===== src/rtl/comp_mult_pkg.sv =====
// comp_mult_pkg: shared encodings for the complex-multiplier memory engine.
// Holds read/write FSM state codes and per-operation byte counts.
// No logic; imported by the engine top.
package comp_mult_pkg;

  // Read FSM: fetch operand bytes, present them, wait for results to drain
  localparam logic [1:0] R_IDLE    = 2'd0;
  localparam logic [1:0] R_FETCH   = 2'd1;
  localparam logic [1:0] R_PRESENT = 2'd2;
  localparam logic [1:0] R_DONE    = 2'd3;

  // Write FSM: wait for a result, then store it byte by byte
  localparam logic W_IDLE  = 1'b0;
  localparam logic W_STORE = 1'b1;

  // Bytes per operand set {x1,x2,y1,y2} and per result {xr,yr}
  localparam int OP_BYTES  = 4;
  localparam int RES_BYTES = 6;

endpackage


===== src/rtl/comp_mult_mem_ctrl_if.sv =====
// comp_mult_mem_ctrl_if: memory port plus operand/result streams of the engine.
// master = engine side (drives memory, op stream, res_rdy); slave = memory/multiplier side.
// Both streams are valid/ready; mem_rd_data returns one cycle after a read access.
interface comp_mult_mem_ctrl_if #(
  parameter int SYS_AW = 16,
  parameter int DWIDTH = 8,
  parameter int RWIDTH = 24
);
  logic                mem_ce;
  logic                mem_we;
  logic [SYS_AW-1:0]   mem_addr;
  logic [7:0]          mem_wr_data;
  logic [7:0]          mem_rd_data;
  logic                op_val;
  logic                op_rdy;
  logic [4*DWIDTH-1:0] op_data;
  logic                res_val;
  logic                res_rdy;
  logic [2*RWIDTH-1:0] res_data;

  modport master (
    output mem_ce, mem_we, mem_addr, mem_wr_data, op_val, op_data, res_rdy,
    input  mem_rd_data, op_rdy, res_val, res_data
  );

  modport slave (
    input  mem_ce, mem_we, mem_addr, mem_wr_data, op_val, op_data, res_rdy,
    output mem_rd_data, op_rdy, res_val, res_data
  );
endinterface


===== src/rtl/comp_mult_mem_arb.sv =====
// comp_mult_mem_arb: fixed-priority arbiter for the single-port memory (write wins over read).
// Ports: rd/wr request+address, grants, rd_cap_o (read data valid this cycle), memory port.
// Grants are combinational; a stalled read simply keeps requesting; sw_rst_i blocks all access.
module comp_mult_mem_arb #(
  parameter int SYS_AW = 16
) (
  input  logic              clk,
  input  logic              rst_n,
  input  logic              sw_rst_i,
  input  logic              rd_req_i,
  input  logic [SYS_AW-1:0] rd_addr_i,
  input  logic              wr_req_i,
  input  logic [SYS_AW-1:0] wr_addr_i,
  input  logic [7:0]        wr_data_i,
  output logic              rd_gnt_o,
  output logic              wr_gnt_o,
  output logic              rd_cap_o,
  output logic              mem_ce_o,
  output logic              mem_we_o,
  output logic [SYS_AW-1:0] mem_addr_o,
  output logic [7:0]        mem_wr_data_o
);
  logic rd_issued_q;

  assign wr_gnt_o      = wr_req_i & ~sw_rst_i;
  assign rd_gnt_o      = rd_req_i & ~wr_req_i & ~sw_rst_i;
  assign mem_ce_o      = wr_gnt_o | rd_gnt_o;
  assign mem_we_o      = wr_gnt_o;
  assign mem_addr_o    = wr_gnt_o ? wr_addr_i : (rd_gnt_o ? rd_addr_i : '0);
  assign mem_wr_data_o = wr_gnt_o ? wr_data_i : 8'h00;

  // Read data is valid exactly one cycle after the granted read, not after the request
  always_ff @(posedge clk or negedge rst_n) begin
    if (!rst_n) rd_issued_q <= 1'b0;
    else        rd_issued_q <= rd_gnt_o & ~sw_rst_i;
  end

  assign rd_cap_o = rd_issued_q;
endmodule


===== src/rtl/comp_mult_mem_ctrl.sv =====
// comp_mult_mem_ctrl: DMA engine fetching {x1,x2,y1,y2} operand sets and storing {xr,yr} results.
// Ports: clk/rst_n, sw_rst_i, start_i, base addresses + op count, busy_o/stop_o, bus (memory + streams).
// Min 10 port cycles/op (4 reads + 6 writes); op_val held until op_rdy; res_rdy only while result buffer empty.
module comp_mult_mem_ctrl
  import comp_mult_pkg::*;
#(
  parameter int SYS_AW = 16,
  parameter int REG_DW = 16,
  parameter int DWIDTH = 8,
  parameter int RWIDTH = 24
) (
  input  logic                 clk,
  input  logic                 rst_n,
  input  logic                 sw_rst_i,
  input  logic                 start_i,
  input  logic [REG_DW-1:0]    op1_ba_i,
  input  logic [REG_DW-1:0]    op2_ba_i,
  input  logic [REG_DW-1:0]    res_ba_i,
  input  logic [REG_DW-1:0]    nr_op_i,
  output logic                 busy_o,
  output logic                 stop_o,
  comp_mult_mem_ctrl_if.master bus
);
  logic                busy_q, busy_d, stop_q, stop_d;
  logic [REG_DW-1:0]   op1_q, op1_d, op2_q, op2_d, res_q, res_d, nr_q, nr_d;
  logic [REG_DW-1:0]   op_cnt_q, op_cnt_d, res_cnt_q, res_cnt_d;
  logic [1:0]          r_state_q, r_state_d;
  logic                w_state_q, w_state_d;
  logic [2:0]          iss_q, iss_d;
  logic [1:0]          cap_q, cap_d;
  logic [4*DWIDTH-1:0] opbuf_q, opbuf_d;
  logic [SYS_AW-1:0]   rd_off_q, rd_off_d, wr_off_q, wr_off_d;
  logic [2*RWIDTH-1:0] resbuf_q, resbuf_d;
  logic [2:0]          wk_q, wk_d;
  logic                start_acc, done, op_hs, res_hs;
  logic                rd_req, wr_req, rd_gnt, wr_gnt, rd_cap;
  logic [SYS_AW-1:0]   rd_base, rd_addr, wr_addr;

  assign start_acc = start_i & ~busy_q;
  assign done      = busy_q & (r_state_q == R_DONE) & (res_cnt_q == nr_q) & (w_state_q == W_IDLE);
  assign op_hs     = bus.op_val & bus.op_rdy;
  assign res_hs    = bus.res_val & bus.res_rdy;

  // Issue order x1, x2, y1, y2: bit 0 picks the operand array, bit 1 the +1 (imaginary) byte
  assign rd_req  = (r_state_q == R_FETCH) && (iss_q < 3'(OP_BYTES));
  assign rd_base = iss_q[0] ? SYS_AW'(op2_q) : SYS_AW'(op1_q);
  assign rd_addr = rd_base + rd_off_q + SYS_AW'(iss_q[1]);
  assign wr_req  = (w_state_q == W_STORE);
  assign wr_addr = SYS_AW'(res_q) + wr_off_q;

  comp_mult_mem_arb #(.SYS_AW(SYS_AW)) u_arb (
    .clk           (clk),
    .rst_n         (rst_n),
    .sw_rst_i      (sw_rst_i),
    .rd_req_i      (rd_req),
    .rd_addr_i     (rd_addr),
    .wr_req_i      (wr_req),
    .wr_addr_i     (wr_addr),
    .wr_data_i     (resbuf_q[2*RWIDTH-1 -: 8]),
    .rd_gnt_o      (rd_gnt),
    .wr_gnt_o      (wr_gnt),
    .rd_cap_o      (rd_cap),
    .mem_ce_o      (bus.mem_ce),
    .mem_we_o      (bus.mem_we),
    .mem_addr_o    (bus.mem_addr),
    .mem_wr_data_o (bus.mem_wr_data)
  );

  assign bus.op_val  = (r_state_q == R_PRESENT);
  assign bus.op_data = opbuf_q;
  // Empty buffer == write FSM idle; refuse results when not running or in the completion cycle
  assign bus.res_rdy = busy_q & (w_state_q == W_IDLE) & ~done & ~sw_rst_i;
  assign busy_o      = busy_q;
  assign stop_o      = stop_q;

  // Control, config latch and status
  always_comb begin
    busy_d = busy_q;
    stop_d = stop_q;
    op1_d  = op1_q;
    op2_d  = op2_q;
    res_d  = res_q;
    nr_d   = nr_q;
    if (start_acc) begin
      busy_d = 1'b1;
      stop_d = 1'b0;
      op1_d  = op1_ba_i;
      op2_d  = op2_ba_i;
      res_d  = res_ba_i;
      nr_d   = nr_op_i;
    end else if (done) begin
      busy_d = 1'b0;
      stop_d = 1'b1;
    end
    if (sw_rst_i) begin
      {busy_d, stop_d, op1_d, op2_d, res_d, nr_d} = '0;
    end
  end

  // Read FSM
  always_comb begin
    r_state_d = r_state_q;
    op_cnt_d  = op_cnt_q;
    iss_d     = iss_q;
    cap_d     = cap_q;
    opbuf_d   = opbuf_q;
    rd_off_d  = rd_off_q;
    if (rd_gnt) iss_d = iss_q + 3'd1;
    // Shift captured bytes in so the first issued (x1) ends up in the top byte
    if (rd_cap) begin
      opbuf_d = {opbuf_q[3*DWIDTH-1:0], bus.mem_rd_data};
      cap_d   = cap_q + 2'd1;
    end
    case (r_state_q)
      R_IDLE: begin
        if (start_acc) begin
          op_cnt_d  = '0;
          rd_off_d  = '0;
          iss_d     = '0;
          cap_d     = '0;
          r_state_d = (nr_op_i != '0) ? R_FETCH : R_DONE;
        end
      end
      R_FETCH: begin
        if (rd_cap && (cap_q == 2'(OP_BYTES - 1))) r_state_d = R_PRESENT;
      end
      R_PRESENT: begin
        if (op_hs) begin
          op_cnt_d  = op_cnt_q + REG_DW'(1);
          rd_off_d  = rd_off_q + SYS_AW'(2);
          iss_d     = '0;
          cap_d     = '0;
          r_state_d = ((op_cnt_q + REG_DW'(1)) < nr_q) ? R_FETCH : R_DONE;
        end
      end
      default: begin
        if (done) r_state_d = R_IDLE;
      end
    endcase
    if (sw_rst_i) begin
      {r_state_d, op_cnt_d, iss_d, cap_d, opbuf_d, rd_off_d} = '0;
    end
  end

  // Write FSM
  always_comb begin
    w_state_d = w_state_q;
    res_cnt_d = res_cnt_q;
    resbuf_d  = resbuf_q;
    wk_d      = wk_q;
    wr_off_d  = wr_off_q;
    if (start_acc) begin
      res_cnt_d = '0;
      wr_off_d  = '0;
    end
    case (w_state_q)
      W_IDLE: begin
        if (res_hs) begin
          resbuf_d  = bus.res_data;
          wk_d      = '0;
          w_state_d = W_STORE;
        end
      end
      default: begin
        if (wr_gnt) begin
          resbuf_d = resbuf_q << 8;
          wk_d     = wk_q + 3'd1;
          wr_off_d = wr_off_q + SYS_AW'(1);
          if (wk_q == 3'(RES_BYTES - 1)) begin
            w_state_d = W_IDLE;
            res_cnt_d = res_cnt_q + REG_DW'(1);
          end
        end
      end
    endcase
    if (sw_rst_i) begin
      {w_state_d, res_cnt_d, resbuf_d, wk_d, wr_off_d} = '0;
    end
  end

  always_ff @(posedge clk or negedge rst_n) begin
    if (!rst_n) begin
      {busy_q, stop_q, op1_q, op2_q, res_q, nr_q} <= '0;
      {r_state_q, op_cnt_q, iss_q, cap_q, opbuf_q, rd_off_q} <= '0;
      {w_state_q, res_cnt_q, resbuf_q, wk_q, wr_off_q} <= '0;
    end else begin
      {busy_q, stop_q, op1_q, op2_q, res_q, nr_q} <= {busy_d, stop_d, op1_d, op2_d, res_d, nr_d};
      {r_state_q, op_cnt_q, iss_q, cap_q, opbuf_q, rd_off_q} <=
        {r_state_d, op_cnt_d, iss_d, cap_d, opbuf_d, rd_off_d};
      {w_state_q, res_cnt_q, resbuf_q, wk_q, wr_off_q} <=
        {w_state_d, res_cnt_d, resbuf_d, wk_d, wr_off_d};
    end
  end
endmodule


===== src/flat_wrapper.sv =====
// flat-port wrapper written by rule: the top's interface ports become plain ports
module comp_mult_mem_ctrl_flat import comp_mult_pkg::*;
#(
  parameter int SYS_AW = 16,
  parameter int REG_DW = 16,
  parameter int DWIDTH = 8,
  parameter int RWIDTH = 24
)
  (clk, rst_n, sw_rst_i, start_i, op1_ba_i, op2_ba_i, res_ba_i, nr_op_i, busy_o, stop_o, bus_mem_ce, bus_mem_we, bus_mem_addr, bus_mem_wr_data, bus_op_val, bus_op_data, bus_res_rdy, bus_mem_rd_data, bus_op_rdy, bus_res_val, bus_res_data);
  comp_mult_mem_ctrl_if #(.SYS_AW(SYS_AW), .DWIDTH(DWIDTH), .RWIDTH(RWIDTH)) bus_i ();
  input  logic clk;
  input  logic rst_n;
  input  logic sw_rst_i;
  input  logic start_i;
  input  logic [REG_DW-1:0] op1_ba_i;
  input  logic [REG_DW-1:0] op2_ba_i;
  input  logic [REG_DW-1:0] res_ba_i;
  input  logic [REG_DW-1:0] nr_op_i;
  output logic busy_o;
  output logic stop_o;
  output wire logic [$bits(bus_i.mem_ce)-1:0] bus_mem_ce;
  output wire logic [$bits(bus_i.mem_we)-1:0] bus_mem_we;
  output wire logic [$bits(bus_i.mem_addr)-1:0] bus_mem_addr;
  output wire logic [$bits(bus_i.mem_wr_data)-1:0] bus_mem_wr_data;
  output wire logic [$bits(bus_i.op_val)-1:0] bus_op_val;
  output wire logic [$bits(bus_i.op_data)-1:0] bus_op_data;
  output wire logic [$bits(bus_i.res_rdy)-1:0] bus_res_rdy;
  input wire logic [$bits(bus_i.mem_rd_data)-1:0] bus_mem_rd_data;
  input wire logic [$bits(bus_i.op_rdy)-1:0] bus_op_rdy;
  input wire logic [$bits(bus_i.res_val)-1:0] bus_res_val;
  input wire logic [$bits(bus_i.res_data)-1:0] bus_res_data;
  assign bus_mem_ce = bus_i.mem_ce;
  assign bus_mem_we = bus_i.mem_we;
  assign bus_mem_addr = bus_i.mem_addr;
  assign bus_mem_wr_data = bus_i.mem_wr_data;
  assign bus_op_val = bus_i.op_val;
  assign bus_op_data = bus_i.op_data;
  assign bus_res_rdy = bus_i.res_rdy;
  assign bus_i.mem_rd_data = bus_mem_rd_data;
  assign bus_i.op_rdy = bus_op_rdy;
  assign bus_i.res_val = bus_res_val;
  assign bus_i.res_data = bus_res_data;
  comp_mult_mem_ctrl #(.SYS_AW(SYS_AW), .REG_DW(REG_DW), .DWIDTH(DWIDTH), .RWIDTH(RWIDTH)) u_core (.clk(clk), .rst_n(rst_n), .sw_rst_i(sw_rst_i), .start_i(start_i), .op1_ba_i(op1_ba_i), .op2_ba_i(op2_ba_i), .res_ba_i(res_ba_i), .nr_op_i(nr_op_i), .busy_o(busy_o), .stop_o(stop_o), .bus(bus_i));
endmodule

===== config.mk =====
export PLATFORM = sky130hd
export DESIGN_NAME = comp_mult_mem_ctrl_flat
export DESIGN_NICKNAME = d
export VERILOG_FILES = /design/src/rtl/comp_mult_pkg.sv /design/src/rtl/comp_mult_mem_ctrl_if.sv /design/src/rtl/comp_mult_mem_arb.sv /design/src/rtl/comp_mult_mem_ctrl.sv /design/src/flat_wrapper.sv
export SDC_FILE = /design/constraint.sdc
export NUM_CORES = 1
export LEC_CHECK = 0
export ABC_AREA = 1
export CORE_ASPECT_RATIO = 1.1
export CORE_UTILIZATION = 55
export CTS_CLUSTER_DIAMETER = 120
export DETAILED_ROUTE_END_ITERATION = 12
export HOLD_SLACK_MARGIN = 0.05
export PLACE_DENSITY = 0.81
export SETUP_SLACK_MARGIN = 0.4
export SYNTH_ARGS = -nofsm -noshare
export SYNTH_HDL_FRONTEND = slang
export SYNTH_HIERARCHICAL = 1
export SYNTH_SLANG_ARGS = --single-unit

===== constraint.sdc =====
create_clock -name clk -period 3.97 [get_ports clk]
set_input_delay 0.794 -clock clk [delete_from_list [all_inputs] [get_ports clk]]
set_output_delay 0.794 -clock clk [all_outputs]
set_load 0.05 [all_outputs]

==> results of run 1 <==
-- timing repair --
item / in CTS / in global routing
cloned: 2 / 2
pin swaps: 17 / 36
endpoints found under the setup margin: 11 / 12
buffers inserted: 9 / 10
gates resized for setup: 36 / 66
-- layout make-up --
| type | count | share of cell area, % |
|---|---|---|
| multi-input combinational | 1140 | 38.76 |
| sequential | 221 | 33.53 |
| timing repair buffer | 229 | 15.59 |
| inverter | 207 | 4.710 |
| clock buffer | 33 | 4.217 |
| tap | 300 | 2.275 |
| clock inverter | 12 | 0.9101 |
-- metal layers --
layer | global-route usage [%] | share of wire, %
met3 | 6.299 | 7.9
met1 | 38.92 | 41
met4 | 11.34 | 3.1
met5 | 0 | 0
met2 | 50.95 | 48
-- flip-flops by register name (all words and copies together) (netlist names) --
signal                 count
u_core/nr_q               16
u_core/wk_q                3
u_core/iss_q               3
u_core/wr_off_q           16
u_core/busy_o              1
u_core/op2_q              16
u_core/cap_q               2
u_core/rd_off_q           15
u_core/res_cnt_q          16
u_core/resbuf_q           48
u_core/stop_o              1
u_core/op1_q              16
u_core/op_cnt_q           16
u_core/bus.op_data        32
u_core/res_q              16
u_core/r_state_q           2
u_core/w_state_q           1
u_core/u_arb/rd_cap_o      1
-- per-stage QoR --
| step | hold WS (ns) | cell area, um2 | setup TNS, ns | std cells | setup slack, ns |
|---|---|---|---|---|---|
| 6_report | 0.3081 | 16500 | 0 | 2142 | 0.1082 |
| 5_1_grt | 0.3912 | 16500 | -0.06544 | 2142 | -0.03650 |
| 4_1_cts | 0.3580 | 16100 | 0 | 2130 | 0.1543 |
| 3_5_place_dp | 0.4592 | 15100 | 0 | 2074 | 0.4139 |
| 3_3_place_gp | 0.4543 | 15100 | 0 | 2074 | 0.5192 |
| 2_1_floorplan | 0.4417 | 12730 | 0 | 1634 | 0.4411 |
-- worst max path at each step --
stage	from	slack, ns	endpoint	cells after the start
after CTS	u_core/iss_q[0]$_DFF_PN0_	0.15	bus_mem_addr[13]	14
after global placement	sw_rst_i	0.52	u_core/res_cnt_q[9]$_DFF_PN0_	10
after floorplan	u_core/iss_q[0]$_DFF_PN0_	0.44	bus_mem_addr[12]	16
after global routing	u_core/iss_q[0]$_DFF_PN0_	-0.04	bus_mem_addr[15]	14
final	u_core/iss_q[0]$_DFF_PN0_	0.11	bus_mem_addr[11]	14
after detailed placement	sw_rst_i	0.41	u_core/res_cnt_q[9]$_DFF_PN0_	10
-- logic make-up after synthesis --
family | after synthesis | share of synthesized area, %
buffers and inverters | 273 | 8.654
flip-flops | 221 | 43.47
AO/OA/AOI/OAI | 274 | 13.01
AND/OR/NAND/NOR | 760 | 25.80
adder cells (fa/ha/maj) | 56 | 5.625
XOR/XNOR | 50 | 3.442
-- worst max-delay path, cell delays in order, from the launching register on --
cell	delay (ns)
dfrtp_2	0.47
buf_6	0.16
nand2_2	0.05
o21ai_1	0.07
ha_1	0.36
a21oi_2	0.19
nand2_2	0.11
nand3_2	0.08
nand4_1	0.20
buf_4	0.22
buf_6	0.10
xor2_1	0.13
nand4_1	0.13
nand2_2	0.13
buf_12	0.14
-- cells in the mapped netlist (2+ instances only) --
library cell  count
nand3_1         156
nand2_1         438
a21o_1            2
a31oi_1           5
inv_1           195
o22ai_1          38
inv_2            11
clkbuf_1         39
buf_2            10
a21boi_0          3
buf_6             7
a211oi_1          4
a22o_1           43
o31ai_1           3
buf_1             7
nand3_2           2
nor2_1           80
or2_2             2
fa_1              2
nand4_1          32
nor2_4            2
xor2_1           38
o21ai_0          97
dfrtp_1         221
a21oi_1          66
o21ai_1           4
ha_1             54
a32oi_1           2
nand3b_1          9
xnor2_1          12
nor3_1           25
nor2_2            3
buf_4             3
nor4_1            7
-- power by group through the flow --
stage	logic, mW	registers, mW	clock network, mW
finish	1.44	2.53	2.36
global route	1.56	2.54	2.49
CTS	1.34	2.52	2.39
detailed placement	1.28	2.56	0
global placement	1.25	2.55	0
floorplan	0.737	2.58	0
==> impl_metrics.csv, run 1 <==
group,metric,value,unit
pwr,p_sw_share,30.63,%
finish,utilization,72.40,%
clock_network,cts_tree,"done",
synth,postSynthCellCount,1634,
setup_path,rr_endpoint,"u_core/r_state_q[1]$_DFFE_PN0P_",
die,dieWidth,147.0,um
synth,syn_area,0.01272,mm2
detailed_routing,via_count,12090,
sta,hold_viol_final,0,
pwr,ir_drop,0.0003696,V
finish,diodes,0,
clock_network,numCtsBuffers,25,
synth,syn_nets,1816,
finish,fin_nets,2006,
sta,fmax,0.2589,GHz
pwr,p_clk_share,37.3,%
clock_network,ctsHtreeMaxLevel,1,
synth,synth_area_leader_cell,"dfrtp_1",
die,start_util,55.84,%
setup_path,worstPathMaxFanout,5,
pwr,powerDensity,383.7,mW/mm2
die,io_pins,188,
pwr,combinationalPowerShare,22.8,%
synth,ys_seq_elements,221,
clock_network,root_buffer,"clkbuf_16",
sta,slew_viol_final,0,
clock_network,path_clk_slew,0.06,ns
finish,multiInputGateArea,0.006395,mm2
finish,layout_commonest_cell,"nand2_1",
pwr,p_seq_share,39.9,%
clock_network,worstSkewPairLatency,0.54,ns
clock_network,cts_hold_buf,0,
detailed_routing,antenna_left,0,
setup_path,cp.arrival,3.07,ns
setup_path,cp.required,3.18,ns
global_routing,grt_pass1_vias,11590,
die,core-area,0.02279,mm2
synth,async_flop_share,100.0,%
detailed_routing,wirelength,36.40,mm
setup_path,critPathKind,"register to output pin",
placed_design,place.gp.congestion,0.9138,
finish,syn2layout_area_growth,29.66,%
setup_path,critPathLaunchType,"register",
pwr,p_int,4.391,mW
synth,avgSynthCellArea,7.787,um2
finish,n_fill_cell,1747,
run_status,status,"complete, no violations",
synth,synth_top_area_share,43.47,%
die,die_area,0.02375,mm2
synth,synth_area_leaders,"dfrtp_1, nand2_1, nand3_1",
placed_design,hpwl,25.32,mm
finish,seq_area,0.005532,mm2
global_routing,grt_use_total,30.44,%
job,cap_viol_max_count,0,
pwr,p_leak,7.941,nW
detailed_routing,route.detailed.drc,0,
clock_network,clock-sinks,221,
setup_path,crit_path_end_kind,"output pin",
synth,ys_types,46,
sta,setup_viol,0,
sta,finalCritPeriodShare,97.27,%
finish,drive_above_1_share,10.80,%
global_routing,grt-ovfl-total,0,
detailed_routing,drt_iter0_markers,992,
synth,seq_area_frac_synth,43.47,%
sta,finalCriticalPeriod,3.862,ns
pwr,p_total,6.330,mW
global_routing,grt_pass1_wl,58.26,mm
setup_path,reg2reg_depth,18,
sta,tightest_slew,0.8596,ns
detailed_routing,first_pass_iters,7,
global_routing,antenna_found_initial,0,
placed_design,io_buffer_count,187,
die,rows,58,
setup_path,timing.rr.start,"u_core/op_cnt_q[0]$_DFFE_PN0P_",
global_routing,grt_max_degree,111,
synth,ys.flop_type,"dfrtp_1",
sta,slew-limit-headroom,42.70,%
synth,ys_warn_count,6,
sta,rsz0062_at_grt,"yes",
clock_network,clk_path_buf_depth,3,
setup_path,r2r_setup_slack,1.01,ns
die,fp.dieH,161.5,um
synth,synth-edff-count,0,
pwr,p_sw,1.939,mW
detailed_routing,wire_per_inst,16.99,um
min_path,hold_class,"input pin to async pin",
detailed_routing,vias_per_cell,5.645,
sta,clock_skew,0.03312,ns
finish,final_cell_mix,"nand2_1, dfrtp_1, inv_1",
(Power assumes the default switching activity.)
==> inputs of run 2 (changes only) <==
--- a/config.mk
+++ b/config.mk
@@ -7,3 +7,2 @@
 export LEC_CHECK = 0
-export ABC_AREA = 1
 export CORE_ASPECT_RATIO = 1.1
==> constraint.sdc (replaced) <==
create_clock -name clk -period 3.8 [get_ports clk]
set_input_delay 0.76 -clock clk [delete_from_list [all_inputs] [get_ports clk]]
set_output_delay 0.76 -clock clk [all_outputs]
set_load 0.02 [all_outputs]
==> run 2 against run 1 <==
Compared with the run above: the run now ends with setup timing left; sequential cell count unchanged; non-clock buffer count increased by 35; sequential power about the same; clock power increased by 8%; design area decreased by 2.3%; setup slack got worse by 0.54 ns; sequential share of layout area increased by 0.80 points; register-to-register slack got worse by 0.15 ns; die area decreased by 1.1%; total power decreased by 9.1%; area after synthesis decreased by 1.1%; critical endpoint is now bus_mem_addr[14]; largest cell class unchanged.
==> impl_metrics.csv, run 2 <==
group,metric,value,unit
synth,yosysMostFrequentCell,"nand2_1",
sta,tightest_slew,1.260,ns
placed_design,io_buffer_count,187,
synth,synth_common_cells,"nand2_1, dfrtp_1, a21oi_1",
sta,slew-limit-headroom,15.68,%
clock_network,numCtsBuffers,25,
synth,async_flop_share,100.0,%
finish,fin_nets,1788,
detailed_routing,first_pass_iters,6,
clock_network,cts_tree,"done",
detailed_routing,vias_per_cell,5.942,
synth,synth_area_leaders,"dfrtp_1, nand2_1, ha_1",
synth,synth_top_area_share,43.96,%
synth,ys_seq_elements,221,
global_routing,antenna_found_initial,0,
synth,postSynthCellCount,1403,
placed_design,post-place-ws,-0.2998,ns
setup_path,r2r_setup_slack,0.86,ns
synth,syn_area,0.01258,mm2
run_status,status,"finished with violations",
setup_path,critPathKind,"register to output pin",
finish,drive_above_1_share,12.56,%
clock_network,root_buffer,"clkbuf_16",
detailed_routing,wirelength,34.45,mm
clock_network,path_clk_slew,0.06,ns
clock_network,worstSkewPairLatency,0.53,ns
detailed_routing,via_count,11400,
die,dieWidth,146.2,um
clock_network,ctsHtreeMaxLevel,1,
synth,ys.flop_type,"dfrtp_1",
sta,finalCriticalPeriod,4.228,ns
die,fp.dieH,160.6,um
finish,n_fill_cell,1694,
synth,avgSynthCellArea,8.966,um2
sta,setup_slack,-0.4282,ns
finish,final_cell_area,0.01611,mm2
synth,seq_area_frac_synth,43.96,%
finish,utilization,72.42,%
global_routing,grt-ovfl-total,0,
synth,syn_nets,1585,
setup_path,cp.required,3.04,ns
finish,seq_area,0.005533,mm2
die,rows,57,
placed_design,place.gp.congestion,0.8833,
global_routing,grt_max_degree,107,
synth,ys_warn_count,6,
finish,final_cell_mix,"nand2_1, dfrtp_1, clkdlybuf4s50_1",
detailed_routing,antenna_left,0,
setup_path,reg2reg_depth,13,
global_routing,grt_use_total,29.18,%
setup_path,cp.arrival,3.47,ns
placed_design,hpwl,23.34,mm
sta,clock_skew,0.01252,ns
die,die_area,0.02348,mm2
detailed_routing,wire_per_inst,17.95,um
pwr,ir_drop,0.0003057,V
synth,ys_types,67,
finish,layout_commonest_cell,"nand2_1",
finish,largest_reg_flops,48,
clock_network,clk_path_buf_depth,3,
run_status,violations,"setup timing",
pwr,p_leak,7.391,nW
sta,rsz0062_at_grt,"yes",
die,start_util,56.53,%
finish,multiInputGateArea,0.006739,mm2
sta,fmax,0.2365,GHz
finish,diodes,0,
setup_path,critPathLaunchType,"register",
min_path,hold_class,"input pin to async pin",
setup_path,worstPathMaxFanout,5,
die,io_pins,188,
sta,finalCritPeriodShare,111.3,%
job,cap_viol_max_count,0,
global_routing,grt_pass1_vias,11130,
setup_path,crit_path_end_kind,"output pin",
die,core-area,0.02225,mm2
placed_design,placed_area,0.01493,mm2
synth,synth-edff-count,0,
pwr,powerDensity,357.2,mW/mm2
finish,final_cells,1919,
sta,hold_viol_final,0,
synth,synth_area_leader_cell,"dfrtp_1",
finish,syn2layout_area_growth,28.10,%
sta,setup_viol,9,
sta,slew_viol_final,0,
detailed_routing,route.detailed.drc,0,
clock_network,clock-sinks,221,
detailed_routing,drt_iter0_markers,848,
placed_design,place_inst,1857,
global_routing,grt_pass1_wl,56.10,mm
[run 2: cell types whose count changed in the layout (fill, tap and decap cells not counted), sizes merged, moves of 26 or more]
cell	change
nand3	-127
a22o	-32
a31oi	+47
a21oi	+53
nand2	-207
mux2i	+35
inv	-175
o22ai	-37
nor2	+26
and3	+54
[run 2: worst paths after layout]
kind | from | to
worst min register to register | u_core/op_cnt_q[8]$_DFFE_PN0P_ | u_core/op_cnt_q[8]$_DFFE_PN0P_
worst max-delay path | u_core/iss_q[0]$_DFF_PN0_ | bus_mem_addr[14]
min in group clk | u_core/op_cnt_q[8]$_DFFE_PN0P_ | u_core/op_cnt_q[8]$_DFFE_PN0P_
max in group asynchronous | rst_n | u_core/op1_q[7]$_DFFE_PN0N_
worst min-delay path | rst_n | u_core/op_cnt_q[0]$_DFFE_PN0P_
worst max register to register | u_core/op_cnt_q[4]$_DFFE_PN0P_ | u_core/r_state_q[1]$_DFFE_PN0P_
[run 2: report_power, final]
group          internal (mW)  switching [mW]
clock                   1.56           0.991
sequential              2.43          0.0750
combinational          0.323           0.385
[run 2: cells by family after synthesis]
group           after synthesis  share of synthesized area (%)
simple gates                532                          19.68
compound gates              354                          17.22
flops                       221                          43.96
buf+inv                     119                          4.337
xor+xnor                     69                          4.804
fa+ha+maj                    56                          5.689
mux                          52                          4.307
[run 2: routing by layer]
layer  global-route usage, %  wire [um]  vias up
met5                       0          0        -
met4                   11.74       1178        0
met3                   4.489       2095       84
met2                   47.75      16660      402
met1                   38.92      14510     5556
li1                        -          -     5360
[run 2: cell type report]
class,instances,share of cell area (%)
multi-input combinational,1063,41.82
inverter,31,0.7221
sequential,221,34.33
tap,295,2.291
clock buffer,35,4.550
clock inverter,10,0.9085
timing repair buffer,264,15.37
[run 2: per-stage QoR]
step           total power, mW  hold WS, ns  setup TNS (ns)
3_3_place_gp             3.210       0.4734         -0.9568
5_1_grt                  5.984       0.3195          -3.010
4_1_cts                  5.793       0.3129          -1.309
2_1_floorplan            2.880       0.4567               0
6_report                 5.756       0.2590          -1.961
3_5_place_dp             3.226       0.4831          -1.265
[run 2: critical path: stages, from the launching register on]
cell	delay, ns
dfrtp_2	0.46
mux2_4	0.34
ha_4	0.17
fa_2	0.34
a21o_1	0.21
nand2_2	0.10
a31oi_4	0.09
a221o_1	0.33
o41a_1	0.33
xor2_1	0.15
a32o_2	0.27
buf_6	0.13
[run 2: timing repair]
action,in CTS,in global routing
setup endpoints to repair,17,15
cloned,1,0
hold buffers,0,0
pin swaps,10,5
resized for setup,95,8
setup buffers,11,5
hold endpoints to repair,0,0
